$ cat src/rtl/climate_ctrl.sv
// Periodic multi-channel climate controller: samples sensors on a tick, drives hysteretic actuators, reports results.
// Optional macro CLIMATE_OVR_TIMEOUT_EN adds a per-channel tick countdown that expires manual overrides.
module climate_ctrl #(
    parameter int                CLK_HZ    = 1_000_000,
    parameter int                PERIOD_MS = 1000,
    parameter int                NUM_CH    = 2,
    parameter int                DW        = 8,
    parameter int                HYST      = 1,
    parameter logic [NUM_CH-1:0] CH_DIR    = 2'b01,
    parameter int                MAX_INIT  = 34,
    parameter int                MIN_INIT  = 1,
    parameter int                SENSE_TO  = 100_000,
    parameter int                OVR_TICKS = 30
) (
    input  logic                 clk,
    input  logic                 rst_n,
    output logic                 sens_req,
    input  logic                 sens_ack,
    input  logic [NUM_CH*DW-1:0] sens_data,
    input  logic                 cmd_valid,
    input  logic [1:0]           cmd_op,
    input  logic [2:0]           cmd_ch,
    input  logic [DW-1:0]        cmd_val,
    output logic                 cmd_err,
    output logic                 tx_req,
    input  logic                 tx_done,
    output logic [NUM_CH*DW-1:0] samples,
    output logic                 disp_en,
    input  logic                 disp_done,
    output logic [NUM_CH-1:0]    act,
    output logic [2:0]           status
);

    localparam int TICK_CYC = CLK_HZ / 1000 * PERIOD_MS;
    localparam int TW       = (TICK_CYC > 1) ? $clog2(TICK_CYC) : 1;
    localparam int SW       = $clog2(SENSE_TO + 1);
    localparam logic [DW:0] FULL_W = {1'b0, {DW{1'b1}}};
    localparam logic [DW:0] HYST_W = (DW+1)'(HYST);

    localparam logic [1:0] OP_SET_MAX = 2'b00;
    localparam logic [1:0] OP_SET_MIN = 2'b01;
    localparam logic [1:0] OP_FORCE   = 2'b10;
    localparam logic [1:0] OP_RELEASE = 2'b11;

    typedef enum logic [1:0] {
        ST_IDLE   = 2'd0,
        ST_SENSE  = 2'd1,
        ST_EVAL   = 2'd2,
        ST_REPORT = 2'd3
    } state_t;

    state_t                state_r;
    logic [TW-1:0]         tick_cnt_r;
    logic                  tick_s;
    logic [SW-1:0]         to_cnt_r;
    logic                  sens_req_r;
    logic                  tx_req_r;
    logic                  disp_en_r;
    logic [NUM_CH*DW-1:0]  samples_r;
    logic                  fault_r;
    logic                  overrun_r;
    logic                  busy_r;
    logic                  cmd_err_r;
    logic [NUM_CH-1:0]     act_r;
    logic [NUM_CH-1:0]     ovr_r;
    logic [DW-1:0]         max_r [NUM_CH];
    logic [DW-1:0]         min_r [NUM_CH];
    logic [DW-1:0]         sel_max_s;
    logic [DW-1:0]         sel_min_s;
    logic                  ch_ok_s;
    logic                  cmd_ok_s;
    logic                  cmd_acc_s;
    logic [DW:0]           thr_lo_s [NUM_CH];
    logic [DW:0]           thr_hi_s [NUM_CH];
    logic [NUM_CH-1:0]     eval_on_s;
    logic [NUM_CH-1:0]     eval_off_s;

`ifdef CLIMATE_OVR_TIMEOUT_EN
    localparam int OCW = $clog2(OVR_TICKS + 1);
    logic [OCW-1:0]        ovr_cnt_r [NUM_CH];
`endif

    assign tick_s = (tick_cnt_r == TW'(TICK_CYC - 1));

    // Free-running sample-period counter, independent of FSM state
    always_ff @(posedge clk or negedge rst_n) begin
        if (!rst_n) begin
            tick_cnt_r <= '0;
        end else if (tick_s) begin
            tick_cnt_r <= '0;
        end else begin
            tick_cnt_r <= tick_cnt_r + TW'(1);
        end
    end

    // Sequencer: sense handshake, evaluation slot, report/display handshakes
    always_ff @(posedge clk or negedge rst_n) begin
        if (!rst_n) begin
            state_r    <= ST_IDLE;
            sens_req_r <= 1'b0;
            tx_req_r   <= 1'b0;
            disp_en_r  <= 1'b0;
            samples_r  <= '0;
            fault_r    <= 1'b0;
            overrun_r  <= 1'b0;
            busy_r     <= 1'b0;
            to_cnt_r   <= '0;
        end else begin
            if (tick_s && (state_r != ST_IDLE)) begin
                overrun_r <= 1'b1;
            end
            case (state_r)
                ST_IDLE: begin
                    if (tick_s) begin
                        state_r    <= ST_SENSE;
                        sens_req_r <= 1'b1;
                        busy_r     <= 1'b1;
                        to_cnt_r   <= '0;
                    end
                end
                ST_SENSE: begin
                    if (sens_ack) begin
                        samples_r  <= sens_data;
                        sens_req_r <= 1'b0;
                        state_r    <= ST_EVAL;
                    end else if (to_cnt_r == SW'(SENSE_TO - 1)) begin
                        fault_r    <= 1'b1;
                        sens_req_r <= 1'b0;
                        state_r    <= ST_EVAL;
                    end else begin
                        to_cnt_r <= to_cnt_r + SW'(1);
                    end
                end
                ST_EVAL: begin
                    state_r   <= ST_REPORT;
                    tx_req_r  <= 1'b1;
                    disp_en_r <= 1'b1;
                end
                ST_REPORT: begin
                    if (!tx_req_r && !disp_en_r) begin
                        state_r <= ST_IDLE;
                        busy_r  <= 1'b0;
                    end else begin
                        if (tx_done) begin
                            tx_req_r <= 1'b0;
                        end
                        if (disp_done) begin
                            disp_en_r <= 1'b0;
                        end
                    end
                end
                default: begin
                    state_r    <= ST_IDLE;
                    sens_req_r <= 1'b0;
                    tx_req_r   <= 1'b0;
                    disp_en_r  <= 1'b0;
                    busy_r     <= 1'b0;
                end
            endcase
        end
    end

    // Command validation against the addressed channel's current thresholds
    always_comb begin
        sel_max_s = '0;
        sel_min_s = '0;
        for (int i = 0; i < NUM_CH; i++) begin
            sel_max_s = (cmd_ch == 3'(i)) ? max_r[i] : sel_max_s;
            sel_min_s = (cmd_ch == 3'(i)) ? min_r[i] : sel_min_s;
        end
        ch_ok_s = ({1'b0, cmd_ch} < 4'(NUM_CH));
        case (cmd_op)
            OP_SET_MAX: cmd_ok_s = ch_ok_s && (cmd_val >= sel_min_s);
            OP_SET_MIN: cmd_ok_s = ch_ok_s && (cmd_val <= sel_max_s);
            default:    cmd_ok_s = ch_ok_s;
        endcase
        cmd_acc_s = cmd_valid && cmd_ok_s;
    end

    // Hysteresis thresholds, widened one bit so they saturate instead of wrapping
    always_comb begin
        eval_on_s  = '0;
        eval_off_s = '0;
        for (int i = 0; i < NUM_CH; i++) begin
            thr_lo_s[i] = ({1'b0, max_r[i]} >= HYST_W) ? ({1'b0, max_r[i]} - HYST_W) : '0;
            thr_hi_s[i] = (({1'b0, min_r[i]} + HYST_W) > FULL_W) ? FULL_W
                                                                : ({1'b0, min_r[i]} + HYST_W);
            eval_on_s[i]  = CH_DIR[i] ? (samples_r[i*DW +: DW] > max_r[i])
                                      : (samples_r[i*DW +: DW] < min_r[i]);
            eval_off_s[i] = CH_DIR[i] ? ({1'b0, samples_r[i*DW +: DW]} <= thr_lo_s[i])
                                      : ({1'b0, samples_r[i*DW +: DW]} >= thr_hi_s[i]);
        end
    end

    // Thresholds, overrides and actuators; a force/release beats EVAL on its channel
    always_ff @(posedge clk or negedge rst_n) begin
        if (!rst_n) begin
            cmd_err_r <= 1'b0;
            act_r     <= '0;
            ovr_r     <= '0;
            for (int i = 0; i < NUM_CH; i++) begin
                max_r[i] <= DW'(MAX_INIT);
                min_r[i] <= DW'(MIN_INIT);
`ifdef CLIMATE_OVR_TIMEOUT_EN
                ovr_cnt_r[i] <= '0;
`endif
            end
        end else begin
            cmd_err_r <= cmd_valid && !cmd_ok_s;
            for (int i = 0; i < NUM_CH; i++) begin
                if (cmd_acc_s && (cmd_ch == 3'(i)) && (cmd_op == OP_SET_MAX)) begin
                    max_r[i] <= cmd_val;
                end
                if (cmd_acc_s && (cmd_ch == 3'(i)) && (cmd_op == OP_SET_MIN)) begin
                    min_r[i] <= cmd_val;
                end
                if (cmd_acc_s && (cmd_ch == 3'(i)) && (cmd_op == OP_FORCE)) begin
                    ovr_r[i] <= 1'b1;
                    act_r[i] <= cmd_val[0];
                end else if (cmd_acc_s && (cmd_ch == 3'(i)) && (cmd_op == OP_RELEASE)) begin
                    ovr_r[i] <= 1'b0;
                end else begin
`ifdef CLIMATE_OVR_TIMEOUT_EN
                    if (tick_s && ovr_r[i] && (ovr_cnt_r[i] <= OCW'(1))) begin
                        ovr_r[i] <= 1'b0;
                    end
`endif
                    if ((state_r == ST_EVAL) && !ovr_r[i]) begin
                        if (eval_on_s[i]) begin
                            act_r[i] <= 1'b1;
                        end else if (eval_off_s[i]) begin
                            act_r[i] <= 1'b0;
                        end
                    end
                end
`ifdef CLIMATE_OVR_TIMEOUT_EN
                if (cmd_acc_s && (cmd_ch == 3'(i)) && (cmd_op == OP_FORCE)) begin
                    ovr_cnt_r[i] <= OCW'(OVR_TICKS);
                end else if (tick_s && ovr_r[i] && (ovr_cnt_r[i] != '0)) begin
                    ovr_cnt_r[i] <= ovr_cnt_r[i] - OCW'(1);
                end
`endif
            end
        end
    end

    assign sens_req = sens_req_r;
    assign tx_req   = tx_req_r;
    assign disp_en  = disp_en_r;
    assign samples  = samples_r;
    assign cmd_err  = cmd_err_r;
    assign act      = act_r;
    assign status   = {overrun_r, fault_r, busy_r};

endmodule

$ cat config.mk
export PLATFORM = sky130hd
export DESIGN_NAME = climate_ctrl
export DESIGN_NICKNAME = d
export VERILOG_FILES = /design/src/rtl/climate_ctrl.sv
export SDC_FILE = /design/constraint.sdc
export NUM_CORES = 1
export LEC_CHECK = 0
export CAP_MARGIN = 0
export CORE_MARGIN = 2
export CORE_UTILIZATION = 49
export DETAILED_ROUTE_END_ITERATION = 7
export PLACE_DENSITY = 0.71
export REMOVE_ABC_BUFFERS = 1
export SETUP_SLACK_MARGIN = 0.5
export SLEW_MARGIN = 15
export SYNTH_ARGS = -nofsm -noshare
export SYNTH_HDL_FRONTEND = slang
export SYNTH_SLANG_ARGS = --single-unit
$ cat constraint.sdc
create_clock -name clk -period 3.38 [get_ports clk]
set_input_delay 0.676 -clock clk [delete_from_list [all_inputs] [get_ports clk]]
set_output_delay 0.676 -clock clk [all_outputs]
set_load 0.005 [all_outputs]
==> results of run 1 <==
==> cell usage in the layout, fill, tap and decap left out, types with 5 or more instances in the layout <==
cell type        count
nor2_1              45
clkbuf_16            9
a21o_1              13
nand2b_1             8
a21oi_1             16
nor2b_1              7
nand4_1             17
mux2_2              54
xnor2_1             24
nor3_1               9
buf_4               35
nor4b_1              6
o21ai_0             17
ha_1                53
dfrtp_1             92
inv_1               26
xor2_1              10
nor4_1               7
nand3_1             22
o211ai_1             6
mux2i_1              8
and3_1               5
nand2_1             52
dfstp_2              6
clkdlybuf4s50_1     55
==> cells by family (layout without fill, tap and decap cells) <==
group / after synthesis / count (layout) / synth area share, %
AO/OA/AOI/OAI: 88 / 88 / 9.57
XOR/XNOR: 34 / 34 / 4.94
adder cells (fa/ha/maj): 57 / 57 / 11.8
buffers and inverters: 48 / 145 / 3.32
flip-flops: 98 / 98 / 40.8
multiplexers: 63 / 63 / 11.6
AND/OR/NAND/NOR: 205 / 205 / 17.9
==> repair_timing <==
action | in CTS | in global routing
pin swaps | 5 | 9
gates cloned | 0 | 0
hold buffers | 0 | 0
endpoints found under the setup margin | 33 | 34
buffers inserted | 6 | 4
resized for setup | 15 | 30
==> synth_stat cells (7+ instances only) <==
cell type  count
mux2_2        55
xnor2_1       24
nand3_1       22
ha_1          57
xor2_1        10
nand2_1       53
nor2b_1        7
nor4_1         7
a21oi_1       20
clkbuf_1      12
a21o_1        13
o21ai_0       22
inv_1         30
dfrtp_1       92
nand4_1       17
nor2_1        45
mux2i_1        8
nand2b_1       8
nor3_1        10
==> registers in the layout, summed over array words and instances (netlist names) <==
signal / flops
tick_cnt_r: 20
to_cnt_r: 17
max_r: 16
min_r: 16
samples: 16
act: 2
ovr_r: 2
state_r: 2
busy_r: 1
cmd_err: 1
disp_en: 1
fault_r: 1
overrun_r: 1
sens_req: 1
tx_req: 1
==> per-stage QoR <==
| stage | worst slack [ps] | instances | hold WS, ps | power, mW | util (%) |
|---|---|---|---|---|---|
| floorplan | 4.27 | 575 | 380 | 1.63 | - |
| global placement | -109 | 811 | 443 | 1.83 | 57.8 |
| detailed placement | -216 | 811 | 445 | 1.85 | 57.8 |
| CTS | 509 | 833 | 381 | 2.93 | 61.0 |
| global route | 443 | 837 | 412 | 3.09 | 62.1 |
| finish | 543 | 837 | 361 | 2.94 | 62.1 |
==> where the power goes <==
group          switching, mW  internal [mW]
sequential            0.0712           1.25
combinational          0.268          0.291
clock                  0.459          0.599
total                  0.798           2.14
==> metal layers <==
layer,GRT usage (%),part of all wire [%]
met3,5.17,4.1
met5,0,0
met1,28.6,47
met2,36.2,48
met4,4.58,1.0
==> final timing paths <==
path | from | endpoint | slack, ps | cells after the start
setup / recovery | cmd_val[1] | min_r[2]$_DFFE_PN0P_ | 540 | 9
min in group clk | fault_r$_DFFE_PN0P_ | fault_r$_DFFE_PN0P_ | 460 | 1
hold / removal | rst_n | samples[10]$_DFFE_PN0P_ | 360 | 1
hold reg to reg | fault_r$_DFFE_PN0P_ | fault_r$_DFFE_PN0P_ | 460 | 1
setup reg to reg | max_r[9]$_DFFE_PN1P_ | min_r[2]$_DFFE_PN0P_ | 550 | 11
max in group asynchronous | rst_n | max_r[13]$_DFFE_PN1P_ | 2280 | 2
==> final cells by class <==
class	count	area [µm²]
Clock buffer	11	243
Clock inverter	5	60.1
Fill cell	959	4550
Inverter	30	115
Multi-Input combinational cell	447	3490
Sequential cell	98	2460
Tap cell	147	184
Timing Repair Buffer	99	913
==> critical path, delay by kind of cell <==
kind | cells | cell delay [ps]
buf+inv | 2 | 700
compound gates | 3 | 550
simple gates | 2 | 630
fa+ha+maj | 1 | 230
mux | 1 | 280
==> flow_metrics.py, run 1 <==
metrics = {
    "run_status": {
        "status": "complete, no violations",
    },
    "setup_path": {
        "worst-path-max-fanout": 8,
        "required_ps": 3610,
        "crit_path_start_kind": "input pin",
        "path_class": "input pin to register",
        "cpMaxStageDelayCell": "clkdlybuf4s50_1",
        "worstSetupEndpointType": "register",
        "cp.arrival_ps": 3070,
        "max_stage_delay_ps": 540,
        "crit_chain": "clkdlybuf4s50_1, ha_4, nor2b_1, o211ai_1, a21oi_1, o31ai_2, or4b_4, buf_8, mux2_4",
    },
    "drt": {
        "wl_per_cell_um": 16.4,
        "ant_nets": 0,
        "dr.pass1.iters": 4,
        "wirelength_mm": 13.7,
        "drt_iter0_drc": 317,
        "vias": 4752,
        "drc": 0,
        "viasPerCell": 5.68,
    },
    "cts": {
        "clock_latency_ps": 350,
        "clock_sinks": 98,
        "cts-buffers-inserted": 9,
        "clockRootBuffer": "clkbuf_16",
        "htreeDepth": 3,
        "cts_tree": "yes",
        "cts.path.max_buffers": 2,
        "clk_pin_slew_ps": 70,
    },
    "floorplanning": {
        "die_h_um": 115,
        "start_util_pct": 50.2,
        "die_w_um": 115,
        "core-area_um2": 12000,
        "io_pins": 60,
        "rows": 40,
        "dieArea_um2": 13200,
    },
    "yosys": {
        "ys.flop_type": "dfrtp_1",
        "ys_seq_area_share_pct": 40.8,
        "postSynthAreaPerCell_um2": 10.2,
        "synth_top_area_share_pct": 38.2,
        "yosysTopAreaCell": "dfrtp_1",
        "synth_cells": 593,
        "synth_cell_types": 55,
        "yosysWarningCount": 0,
        "yosys-top-cells-area": "dfrtp_1 38%, ha_1 12%, mux2_2 10%, xnor2_1 3.5%, nand2_1 3.3%",
        "async_flop_share_pct": 100,
        "synth_edf_count": 0,
        "synth-seq-cells": 98,
        "syn_area_um2": 6020,
    },
    "grt": {
        "track_usage_pct": 21.6,
        "antenna_found_initial": 0,
        "grt_max_degree": 51,
        "grt_pass1_wl_mm": 22.7,
        "gr-total-overflow": 0,
        "grt_pass1_vias": 4749,
    },
    "timing": {
        "setup_viol": 0,
        "slew_violations": 0,
        "finClkSkew_ps": 8.65,
        "grt_setup_unrepaired": "yes",
        "tns_ps": 0,
        "maxSlewHeadroom_pct": 52.0,
        "fmax_ghz": 0.353,
        "hold_violations": 0,
        "fin_crit_ps": 2840,
        "tightest_slew_ps": 720,
        "finalCritPeriodShare_pct": 83.9,
    },
    "placed_design": {
        "dp_hpwl_mm": 9.92,
        "io_buffers": 59,
        "place_area_um2": 6950,
        "place.gp.congestion": 0.837,
    },
    "cells_and_area": {
        "diodes": 0,
        "syn2layout_area_growth_pct": 23.8,
        "fin_nets": 777,
        "design_area_um2": 7460,
        "drive_gt1_share_pct": 21.4,
    },
    "power_and_ir_drop": {
        "p_per_area_nw_per_um2": 394,
        "p_leak_nw": 3.39,
        "ir_drop_mv": 0.265,
    },
    "run": {
        "drv_cap": 0,
    },
    "min_path": {
        "hold_path.class": "input pin to asynchronous set/reset pin",
    },
}
No activity file was read; power rests on OpenSTA's default activity.
==> run 2: changes to the inputs <==
--- a/config.mk
+++ b/config.mk
@@ -9,7 +9,7 @@
 export CORE_MARGIN = 2
 export CORE_UTILIZATION = 49
 export DETAILED_ROUTE_END_ITERATION = 7
-export PLACE_DENSITY = 0.71
+export PLACE_DENSITY = 0.74
 export REMOVE_ABC_BUFFERS = 1
 export SETUP_SLACK_MARGIN = 0.5
 export SLEW_MARGIN = 15
==> constraint.sdc (replaced) <==
create_clock -name clk -period 2.41 [get_ports clk]
set_input_delay 0.482 -clock clk [delete_from_list [all_inputs] [get_ports clk]]
set_output_delay 0.482 -clock clk [all_outputs]
set_load 0.005 [all_outputs]
==> flow_metrics.py, run 2 (synthesis results as in run 1) <==
metrics = {
    "setup_path": {
        "required_ps": 2650,
        "worst-path-max-fanout": 8,
        "r2r-end": "min_r[1]$_DFFE_PN0P_",
        "crit_path_start_kind": "register",
        "cp.arrival_ps": 3050,
        "reg2reg_from": "max_r[13]$_DFFE_PN1P_",
        "path_class": "register to register",
        "r2r_cells": 11,
        "reg2reg_slack_ps": -400,
        "worstSetupEndpointType": "register",
    },
    "cells_and_area": {
        "largest_register": "tick_cnt_r",
        "fin_nets": 865,
        "final_cell_mix": "96 x buf_4, 91 x dfrtp_1, 52 x clkdlybuf4s50_1, 44 x nand2_1",
        "layout.cells.non_filler": 925,
        "nFillCells": 739,
        "multi_input_area_um2": 4080,
        "mostFrequentLayoutCell": "buf_4",
        "register_area_um2": 2460,
        "top_regs": "tick_cnt_r: 20 flops, to_cnt_r: 17 flops",
        "drive_gt1_share_pct": 38.0,
        "largest_reg_flops": 20,
        "diodes": 0,
        "final_util_pct": 74.0,
        "syn2layout_area_growth_pct": 47.5,
    },
    "floorplanning": {
        "die_h_um": 115,
        "die_w_um": 115,
        "dieArea_um2": 13200,
        "io_pins": 60,
        "rows": 40,
        "core-area_um2": 12000,
        "start_util_pct": 50.2,
    },
    "timing": {
        "setup_viol": 37,
        "fmax_ghz": 0.356,
        "grt_setup_unrepaired": "yes",
        "slew_violations": 0,
        "finalCritPeriodShare_pct": 117,
        "fin_crit_ps": 2810,
        "finClkSkew_ps": 10.6,
        "timing.final.ws_setup_ps": -402,
        "tightest_slew_ps": 490,
        "hold_violations": 0,
        "maxSlewHeadroom_pct": 67.2,
    },
    "drt": {
        "drt_iter0_drc": 406,
        "wl_per_cell_um": 20.0,
        "ant_nets": 0,
        "drc": 0,
        "viasPerCell": 5.92,
        "dr.pass1.iters": 5,
        "vias": 5480,
        "wirelength_mm": 18.5,
    },
    "run_status": {
        "status": "finished with violations",
        "violations": "negative setup slack",
    },
    "grt": {
        "antenna_found_initial": 0,
        "track_usage_pct": 27.1,
        "grt_pass1_vias": 5589,
        "grt_pass1_wl_mm": 28.0,
        "grt_max_degree": 77,
        "gr-total-overflow": 0,
    },
    "cts": {
        "clockRootBuffer": "clkbuf_16",
        "clock_latency_ps": 360,
        "clk_pin_slew_ps": 80,
        "cts_hold_buf": 0,
        "htreeDepth": 3,
        "cts.path.max_buffers": 2,
        "cts-buffers-inserted": 9,
        "cts_tree": "yes",
        "clock_sinks": 98,
    },
    "placed_design": {
        "dp.cells": 857,
        "dp_hpwl_mm": 10.7,
        "io_buffers": 59,
        "place.gp.congestion": 0.899,
    },
    "power_and_ir_drop": {
        "p_leak_nw": 4.01,
        "p_per_area_nw_per_um2": 499,
        "ir_drop_mv": 0.418,
        "p_total_mw": 4.43,
    },
    "run": {
        "drv_cap": 0,
    },
    "min_path": {
        "hold_path.class": "input pin to asynchronous set/reset pin",
    },
}
run 2: changes by cell type in the layout (fill, tap and decap cells not counted), sizes merged, moves of 2 or more:
cell	before	now
buf	41	130
clkdlybuf4s50	55	52
dlygate4sd2	0	3
clkbuf	13	11
clkinvlp	1	3
run 2: how the worst max path moves through the flow:
stage	to	depth (start not counted)	startpoint
6_report	min_r[1]$_DFFE_PN0P_	11	max_r[13]$_DFFE_PN1P_
5_1_grt	min_r[3]$_DFFE_PN0P_	11	max_r[13]$_DFFE_PN1P_
4_1_cts	min_r[1]$_DFFE_PN0P_	11	max_r[13]$_DFFE_PN1P_
3_5_place_dp	min_r[1]$_DFFE_PN0P_	13	cmd_ch[0]
3_3_place_gp	min_r[1]$_DFFE_PN0P_	13	cmd_ch[0]
2_1_floorplan	min_r[1]$_DFFE_PN0P_	9	cmd_ch[2]
run 2: layout make-up:
| class | instances | share of cell area (%) |
|---|---|---|
| clock buffer | 11 | 2.62 |
| multi-input combinational | 447 | 45.9 |
| inverter | 30 | 1.30 |
| sequential | 98 | 27.7 |
| clock inverter | 5 | 0.451 |
| tap | 147 | 2.07 |
| timing repair buffer | 187 | 19.9 |
run 2: repair_timing:
action                                  CTS  global route
endpoints found under the setup margin   56            57
pin swaps                                54            43
cloned                                    4             0
resized for setup                       132            48
buffers inserted                         25            23
run 2: report_power, final:
part / leakage, nW / internal, mW / switching, mW
clock: 0.122 / 0.707 / 0.675
combinational: 2.66 / 0.643 / 0.560
sequential: 1.23 / 1.75 / 0.0945
total: 4.01 / 3.10 / 1.33
run 2: worst max-delay path: stages (launching register included):
cell,delay [ps]
dfstp_2,540
inv_2,50
o21ai_2,150
nand2_2,100
ha_4,230
a21o_1,190
a21oi_2,150
nor2b_2,60
o31ai_2,280
or4b_4,510
buf_8,160
mux2_2,280
run 2: metrics by stage:
step                      setup TNS [ps]  instance area [µm²]  setup slack, ps  hold WS [ps]
after floorplan                   -21920                 5940             -772           186
after detailed placement          -29370                 7320             -997           401
after global placement            -26090                 7320             -873           398
after global routing              -13480                 8890             -476          38.0
final                             -10440                 8890             -402          10.8
after CTS                          -6850                 8470             -283          18.6
run 2: routing by layer:
| layer | vias up | track usage [%] | wire, µm |
|---|---|---|---|
| met5 | - | 0 | 0 |
| met4 | 0 | 12.1 | 573 |
| met3 | 55 | 3.58 | 998 |
| met2 | 207 | 46.2 | 9340 |
| met1 | 2719 | 34.4 | 7590 |
| li1 | 2499 | - | - |
==> run 3: changes to the inputs <==
--- a/config.mk
+++ b/config.mk
@@ -9,6 +9,8 @@
 export CORE_MARGIN = 2
 export CORE_UTILIZATION = 49
 export DETAILED_ROUTE_END_ITERATION = 7
+export GPL_ROUTABILITY_DRIVEN = 0
+export GPL_TIMING_DRIVEN = 0
 export PLACE_DENSITY = 0.74
 export REMOVE_ABC_BUFFERS = 1
 export SETUP_SLACK_MARGIN = 0.5
==> flow_metrics.py, run 3 (synthesis results as in run 1) <==
metrics = {
    "cells_and_area": {
        "largest_register": "tick_cnt_r",
        "top_regs": "tick_cnt_r: 20 flops, to_cnt_r: 17 flops",
        "fin_nets": 808,
        "final_util_pct": 70.3,
        "diodes": 0,
        "final_cell_mix": "87 x dfrtp_1, 52 x clkdlybuf4s50_1, 48 x buf_4, 45 x nand2_1, 44 x ha_1",
        "syn2layout_area_growth_pct": 40.1,
        "design_area_um2": 8440,
        "mostFrequentLayoutCell": "dfrtp_1",
        "nFillCells": 781,
        "drive_gt1_share_pct": 33.7,
        "largest_reg_flops": 20,
    },
    "run": {
        "drv_cap": 0,
    },
    "grt": {
        "grt_max_degree": 78,
        "gr-total-overflow": 0,
        "grt_pass1_vias": 5130,
        "antenna_found_initial": 0,
        "grt_pass1_wl_mm": 25.3,
        "track_usage_pct": 24.3,
    },
    "floorplanning": {
        "start_util_pct": 50.2,
        "die_h_um": 115,
        "io_pins": 60,
        "dieArea_um2": 13200,
        "die_w_um": 115,
        "rows": 40,
        "core-area_um2": 12000,
    },
    "power_and_ir_drop": {
        "p_per_area_nw_per_um2": 534,
        "p_leak_nw": 3.72,
        "p_total_mw": 4.51,
        "ir_drop_mv": 0.286,
    },
    "cts": {
        "clock_latency_ps": 360,
        "clk_pin_slew_ps": 80,
        "cts-buffers-inserted": 9,
        "clock_sinks": 98,
        "cts.path.max_buffers": 2,
        "clockRootBuffer": "clkbuf_16",
        "cts_tree": "yes",
        "htreeDepth": 3,
    },
    "timing": {
        "grt_setup_unrepaired": "yes",
        "timing.final.ws_setup_ps": -436,
        "finalCritPeriodShare_pct": 118,
        "setup_viol": 41,
        "finClkSkew_ps": 8.91,
        "tightest_slew_ps": 638,
        "hold_violations": 0,
        "maxSlewHeadroom_pct": 56.9,
        "fin_crit_ps": 2850,
        "fmax_ghz": 0.351,
        "slew_violations": 0,
    },
    "setup_path": {
        "worst-path-max-fanout": 8,
        "required_ps": 2660,
        "crit_path_start_kind": "register",
        "crit_family": "simple AND/OR/NAND/NOR gates",
        "worst-path-buf-inv": 1,
        "cp.arrival_ps": 3100,
        "path_class": "register to register",
        "worstSetupEndpointType": "register",
        "max_stage_delay_ps": 590,
        "crit_chain": "inv_4, o21ai_2, nand2_2, ha_4, nor2b_4, o211ai_1, a21oi_2, o31ai_2, or4b_4, mux2_4",
        "r2r_cells": 10,
        "crit_cells": 10,
        "cpMaxStageDelayCell": "or4b_4",
    },
    "drt": {
        "wirelength_mm": 17.2,
        "drc": 0,
        "dr.pass1.iters": 5,
        "vias": 5197,
        "wl_per_cell_um": 19.8,
        "drt_iter0_drc": 430,
        "viasPerCell": 5.99,
        "ant_nets": 0,
    },
    "placed_design": {
        "place_area_um2": 6740,
        "dp_slack_ps": -1920,
        "dp_hpwl_mm": 9.32,
        "io_buffers": 59,
    },
    "min_path": {
        "holdPathStages": 1,
        "hold_path.class": "register to register",
    },
    "run_status": {
        "status": "finished with violations",
        "violations": "negative setup slack",
    },
}
==> run 3: cell types whose count changed in the layout (fill, tap and decap cells not counted), sizes merged <==
cell and delta:
inv +2, dlygate4sd3 +1, bufinv +2, clkdlybuf4s15 -2
clkinvlp -3, dlymetal6s2s +1, buf -56, dlygate4sd2 -1
clkbuf -1
==> run 3: per-layer routing <==
metal,track usage [%],up-vias,part of all wire [%]
li1,-,2376,-
met1,30.1,2604,42
met2,41.6,174,52
met3,4.06,43,3.6
met4,11.6,0,2.9
met5,0,-,0
==> run 3: final cells by class <==
type | count | area (µm²) | share of cell area, %
clock buffers | 10 | 229 | 2.71
clock inverters | 6 | 97.6 | 1.16
inverters | 30 | 118 | 1.39
multi-input cells | 447 | 4090 | 48.5
flip-flops and latches | 98 | 2470 | 29.2
well taps | 147 | 184 | 2.18
repair buffers | 130 | 1250 | 14.9
==> run 3: worst paths after layout <==
check | to | slack (ps) | start
min in group asynchronous | samples[9]$_DFFE_PN0P_ | 530 | rst_n
min | fault_r$_DFFE_PN0P_ | 460 | fault_r$_DFFE_PN0P_
max | min_r[1]$_DFFE_PN0P_ | -440 | max_r[9]$_DFFE_PN1P_
max in group asynchronous | max_r[13]$_DFFE_PN1P_ | 1190 | rst_n
max reg2reg | min_r[1]$_DFFE_PN0P_ | -440 | max_r[9]$_DFFE_PN1P_
min reg2reg | fault_r$_DFFE_PN0P_ | 460 | fault_r$_DFFE_PN0P_
==> run 3: per-stage QoR <==
stage          setup TNS, ps  std cells  hold slack, ps
2_1_floorplan         -21920        575             186
3_3_place_gp         -323710        781             445
3_5_place_dp          -63880        782             345
4_1_cts                -6310        834             463
5_1_grt               -12700        868             493
6_report              -10000        868             464
==> run 3: where the power goes <==
group	internal, mW	switching [mW]	total (mW)
Clock	0.928	0.704	1.63
Sequential	1.75	0.0955	1.85
Combinational	0.532	0.493	1.03
==> run 3: worst register-to-register path, cell delays in order, from the launching register on <==
cell and delay [ps]:
dfstp_2 570, inv_4 40, o21ai_2 130, nand2_2 80, ha_4 220, nor2b_4 130
o211ai_1 310, a21oi_2 100, o31ai_2 220, or4b_4 590, mux2_4 340
==> run 3: timing repair <==
| action | CTS | global route |
|---|---|---|
| setup buffers | 34 | 34 |
| endpoints found under the setup margin | 80 | 56 |
| gates cloned | 1 | 0 |
| gates resized for setup | 116 | 64 |
| pin swaps | 46 | 32 |
| hold buffers | 1 | 0 |
| endpoints found under the hold margin | 21 | 0 |
